File: src/rtl/servo_pwm_driver.sv
// Dual continuous-rotation servo PWM driver: 50 Hz frames, widths latched per frame.
// Define SERVO_RAMP_EN to slew widths by RAMP_STEP per frame instead of stepping.
module servo_pwm_driver #(
  parameter int unsigned FRAME_CYCLES = 2_000_000,
  parameter int unsigned PW_STOP      = 150_000,
  parameter int unsigned PW_DELTA     = 50_000,
  parameter int unsigned RAMP_STEP    = 5_000
) (
  input  logic       clk,
  input  logic       rst,
  input  logic [1:0] servo_instruction,
  output logic       pwm_left,
  output logic       pwm_right,
  output logic       frame_tick
);

  localparam int unsigned CW = $clog2(FRAME_CYCLES);
  localparam int unsigned WW = CW + 1;

`ifdef SERVO_RAMP_EN
  localparam bit RAMP_EN = 1'b1;
`else
  localparam bit RAMP_EN = 1'b0;
`endif

  // Without ramping the step covers the full width range, so the target is always reached.
  localparam int unsigned STEP = RAMP_EN ? RAMP_STEP : (2 * PW_DELTA);

  localparam logic [WW-1:0] W_STOP = WW'(PW_STOP);
  localparam logic [WW-1:0] W_FWD  = WW'(PW_STOP + PW_DELTA);
  localparam logic [WW-1:0] W_REV  = WW'(PW_STOP - PW_DELTA);
  localparam logic [WW-1:0] W_STEP = WW'(STEP);

  logic [CW-1:0] cnt_q, cnt_d;
  logic [WW-1:0] pw_l_q, pw_l_d, pw_r_q, pw_r_d;
  logic [WW-1:0] tgt_l_q, tgt_l_d, tgt_r_q, tgt_r_d;
  logic [WW-1:0] map_l_c, map_r_c;
  logic          boundary_c;

  // Move cur toward tgt by at most W_STEP, landing exactly on tgt when close enough.
  function automatic logic [WW-1:0] slew(input logic [WW-1:0] cur, input logic [WW-1:0] tgt);
    logic [WW-1:0] diff;
    if (tgt >= cur) begin
      diff = tgt - cur;
      slew = (diff <= W_STEP) ? tgt : (cur + W_STEP);
    end else begin
      diff = cur - tgt;
      slew = (diff <= W_STEP) ? tgt : (cur - W_STEP);
    end
  endfunction

  // Instruction to per-wheel target; the right servo is mirror-mounted.
  always_comb begin
    map_l_c = W_STOP;
    map_r_c = W_STOP;
    case (servo_instruction)
      2'b01: map_r_c = W_REV;
      2'b10: map_l_c = W_FWD;
      2'b11: begin
        map_l_c = W_FWD;
        map_r_c = W_REV;
      end
      default: ;
    endcase
  end

  assign boundary_c = (cnt_q == CW'(FRAME_CYCLES - 1));

  // Frame counter and per-frame width latch.
  always_comb begin
    cnt_d   = cnt_q + CW'(1);
    tgt_l_d = tgt_l_q;
    tgt_r_d = tgt_r_q;
    pw_l_d  = pw_l_q;
    pw_r_d  = pw_r_q;
    if (boundary_c) begin
      cnt_d   = '0;
      tgt_l_d = map_l_c;
      tgt_r_d = map_r_c;
      pw_l_d  = slew(pw_l_q, map_l_c);
      pw_r_d  = slew(pw_r_q, map_r_c);
    end
  end

  always_ff @(posedge clk) begin
    if (!rst) begin
      cnt_q      <= '0;
      pw_l_q     <= W_STOP;
      pw_r_q     <= W_STOP;
      tgt_l_q    <= W_STOP;
      tgt_r_q    <= W_STOP;
      pwm_left   <= 1'b0;
      pwm_right  <= 1'b0;
      frame_tick <= 1'b0;
    end else begin
      cnt_q      <= cnt_d;
      pw_l_q     <= pw_l_d;
      pw_r_q     <= pw_r_d;
      tgt_l_q    <= tgt_l_d;
      tgt_r_q    <= tgt_r_d;
      pwm_left   <= ({1'b0, cnt_q} < pw_l_q);
      pwm_right  <= ({1'b0, cnt_q} < pw_r_q);
      frame_tick <= (cnt_q == '0);
    end
  end

endmodule

File: config.mk
export PLATFORM = sky130hd
export DESIGN_NAME = servo_pwm_driver
export DESIGN_NICKNAME = d
export VERILOG_FILES = /design/src/rtl/servo_pwm_driver.sv
export SDC_FILE = /design/constraint.sdc
export NUM_CORES = 1
export LEC_CHECK = 0
export CORE_MARGIN = 2
export CORE_UTILIZATION = 65
export DETAILED_ROUTE_END_ITERATION = 10
export PLACE_DENSITY_LB_ADDON = 0.2
export SLEW_MARGIN = 5
export SYNTH_ARGS = -nofsm -noshare
export SYNTH_HDL_FRONTEND = slang
export SYNTH_SLANG_ARGS = --single-unit
File: constraint.sdc
create_clock -name clk -period 6.1 [get_ports clk]
set_input_delay 1.22 -clock clk [delete_from_list [all_inputs] [get_ports clk]]
set_output_delay 1.22 -clock clk [all_outputs]
set_load 0.03 [all_outputs]
==> results.py <==
metrics = {
    "run_status": {
        "status": "complete, no violations",
    },
    "clocking": {
        "clockRootBuffer": "clkbuf_8",
        "clk_pin_slew_ps": 70,
        "cts_buffers": 9,
        "cts_tree": "yes",
        "cts_setup_buffers": 0,
        "clock-sinks": 60,
        "cts_max_path_buffers": 2,
        "cts_resized": 0,
        "holdBufCountCts": 0,
        "cts_max_level": 3,
        "clk_latency_ps": 360,
    },
    "layout": {
        "antenna_cells": 0,
        "final_nets": 995,
        "final_util": 0.699,
        "areaGrowthSynthToFinish_pct": 4.24,
        "drive_gt1_frac": 0.0490,
        "post-route-cell-area_um2": 7250,
    },
    "power": {
        "power_leakage_nw": 2.98,
        "power.density_nw_per_um2": 132,
        "vdd_ir_drop_max_uv": 131,
    },
    "grt": {
        "grt_pass1_wl_um": 34200,
        "antenna_found_initial": 0,
        "grt_pass1_vias": 6687,
        "grtUsageTotal": 0.369,
        "grt_max_degree": 29,
        "grt_overflow_total": 0,
    },
    "drt": {
        "vias": 7390,
        "wl_per_cell_um": 19.9,
        "ant_nets": 0,
        "via_per_inst": 7.00,
        "drtIter0Drc": 1005,
        "drc": 0,
        "drtPass1Iterations": 6,
        "wl_um": 21000,
    },
    "placement": {
        "dp_hpwl_um": 15500,
        "dp_slack_ps": 651,
        "place.gp.congestion": 0.950,
        "place_area_um2": 7060,
        "portBuffers": 6,
    },
    "timing": {
        "period_minus_slack_ps": 5200,
        "min_period_over_period": 0.852,
        "slew_headroom": 0.423,
        "layout_setup_ws_ps": 900,
        "tightest_slew_ps": 864,
        "finalSetupViolCount": 0,
        "grt_setup_unrepaired": "false",
        "whs_ps": 509,
        "drv_slew": 0,
        "fmax_ghz": 0.192,
        "finalSetupTns_ps": 0,
        "hold_violations": 0,
        "fin_worst_skew_ps": 10.5,
    },
    "yosys": {
        "ys_seq_area_frac": 0.173,
        "ys_ff_latch": 60,
        "async_flop_share": 0,
        "synth.avg_cell_area_um2": 7.42,
        "synth_ff_type": "dfxtp_1",
        "synthesis.area_um2": 6960,
        "synthesis.nets": 1018,
        "synth_cell_types": 92,
        "synth_warnings": 0,
        "synth-edff-count": 0,
        "syn_inst": 938,
    },
    "worst_setup_path": {
        "critPathMaxStageDelay_ps": 600,
        "crit_start": "servo_instruction[1]",
        "cp-end-kind": "flop",
        "critical_path_class": "in2reg",
        "required_ps": 6340,
        "slowest_stage": "ha_1",
        "cp.arrival_ps": 5440,
        "reg2reg_to": "pw_l_q[10]$_SDFFE_PN0P_",
        "cp-endpoint": "pw_l_q[10]$_SDFFE_PN0P_",
        "cp_cell_sequence": "clkdlybuf4s50_1, inv_1, ha_1, nor3b_1, a211oi_2, nor2_1, or4b_4, a2111oi_4, o2111ai_4, mux2i_1, nand2_1, o21ai_0, a211oi_1",
        "critPathLaunchType": "input port",
        "r2r_start": "pw_l_q[7]$_SDFFE_PN1P_",
        "reg2regPathDepth": 12,
        "path_max_fanout": 14,
        "reg2reg_slack_ps": 1900,
    },
    "floorplan": {
        "row_count": 37,
        "io_pins": 7,
        "core_um2": 10400,
        "start_util": 0.671,
        "die_area_um2": 11500,
        "die_w_um": 107,
        "die_h_um": 107,
    },
    "flow_run": {
        "max_cap_viol_count": 0,
    },
    "min_path": {
        "hold_path.class": "reg2reg",
    },
}
worst min-delay path by stage:
stage	cells past startpoint	to	startpoint	slack, ps
detailed placement	1	cnt_q[0]$_SDFF_PP0_	cnt_q[0]$_SDFF_PP0_	500
CTS	1	cnt_q[0]$_SDFF_PP0_	cnt_q[0]$_SDFF_PP0_	510
finish	1	cnt_q[0]$_SDFF_PP0_	cnt_q[0]$_SDFF_PP0_	510
global placement	1	cnt_q[0]$_SDFF_PP0_	cnt_q[0]$_SDFF_PP0_	480
floorplan	1	cnt_q[0]$_SDFF_PP0_	cnt_q[0]$_SDFF_PP0_	450
global route	1	cnt_q[0]$_SDFF_PP0_	cnt_q[0]$_SDFF_PP0_	550
layout by cell type (no fill, tap or decap), types with 7 or more instances in the layout:
master / n
nor2_1: 76
ha_1: 75
nand2_1: 71
a21oi_1: 66
dfxtp_1: 60
inv_1: 47
o21ai_0: 47
nand3_1: 43
nor3_1: 32
xnor2_1: 27
o211ai_1: 20
xor2_1: 19
and3_1: 18
a21o_1: 18
o21a_1: 17
nand4_1: 15
and2_1: 13
nor4_1: 13
or3_1: 12
a31oi_1: 12
o22ai_1: 11
nand2b_1: 10
a211oi_1: 10
clkbuf_8: 9
nor2b_1: 8
buf_4: 8
mux2i_1: 7
metal layers:
metal | part of all wire | routed length, um | GRT usage | up-vias
met5 | 0 | 0 | 0 | -
met4 | 0.013 | 263 | 0.0833 | 0
met3 | 0.12 | 2430 | 0.0829 | 40
met2 | 0.41 | 8510 | 0.519 | 439
met1 | 0.47 | 9790 | 0.566 | 3432
li1 | - | - | - | 3479
layout make-up:
class	count	area [um2]
multi-input cells	781	5390
fillers	877	3120
flip-flops and latches	60	1200
inverters	49	184
well taps	136	170
clock buffers	9	124
repair buffers	14	120
clock inverters	6	66.3
cells in the mapped netlist, types with 4 or more instances:
cell / count / area share
nor2_1: 76 / 0.041
ha_1: 75 / 0.13
nand2_1: 71 / 0.038
a21oi_1: 66 / 0.047
dfxtp_1: 60 / 0.17
inv_1: 47 / 0.025
o21ai_0: 47 / 0.034
nand3_1: 43 / 0.031
clkbuf_1: 39 / 0.021
nor3_1: 32 / 0.023
xnor2_1: 27 / 0.034
o211ai_1: 20 / 0.022
xor2_1: 19 / 0.024
a21o_1: 18 / 0.019
and3_1: 18 / 0.016
o21a_1: 17 / 0.018
nand4_1: 15 / 0.013
nor4_1: 14 / 0.013
and2_1: 13 / 0.012
a31oi_1: 12 / 0.011
or3_1: 12 / 0.011
o22ai_1: 11 / 0.0099
a211oi_1: 10 / 0.011
nand2b_1: 10 / 0.0090
nor2b_1: 8 / 0.0072
mux2i_1: 7 / 0.010
a221oi_1: 6 / 0.0076
buf_2: 6 / 0.0043
o2111ai_1: 6 / 0.0076
o221ai_1: 6 / 0.0076
or4_1: 6 / 0.0065
a211o_1: 5 / 0.0063
a21boi_0: 5 / 0.0054
a32oi_1: 5 / 0.0063
nand3b_1: 5 / 0.0054
o21ai_1: 5 / 0.0036
a311o_1: 4 / 0.0058
nor3b_1: 4 / 0.0043
o31ai_1: 4 / 0.0043
o32ai_1: 4 / 0.0050
worst max-delay path, delay by kind of cell:
kind	cells	cell delay, ps
adder cells (fa/ha/maj)	1	600
buffers and inverters	2	690
AO/OA/AOI/OAI	5	1420
AND/OR/NAND/NOR	4	960
multiplexers	1	540
registers in the layout, indices dropped and copies added, names as in the netlist:
name / count
pwm_left: 1
pw_l_q: 18
pw_r_q: 18
frame_tick: 1
pwm_right: 1
cnt_q: 21
report_power, final:
group / leakage (nW) / switching [mW] / internal, mW / total [mW]
combinational: 2.41 / 0.131 / 0.0740 / 0.205
clock: 0.0873 / 0.173 / 0.186 / 0.359
sequential: 0.485 / 0.00258 / 0.395 / 0.397
total: 2.98 / 0.306 / 0.654 / 0.960
cell families after synthesis:
group | count (synthesis) | share of synthesized area
compound gates | 301 | 0.304
xor+xnor | 46 | 0.0579
buf+inv | 97 | 0.0539
mux | 9 | 0.0138
simple gates | 349 | 0.259
flops | 60 | 0.173
fa+ha+maj | 76 | 0.138
through the flow:
stage | cells | total power, mW
6_report | 1055 | 0.960
5_1_grt | 1055 | 0.993
4_1_cts | 1055 | 0.955
3_5_place_dp | 1040 | 0.602
3_3_place_gp | 1040 | 0.596
2_1_floorplan | 938 | 0.553
Note: power is estimated with default switching activity, not from simulation.
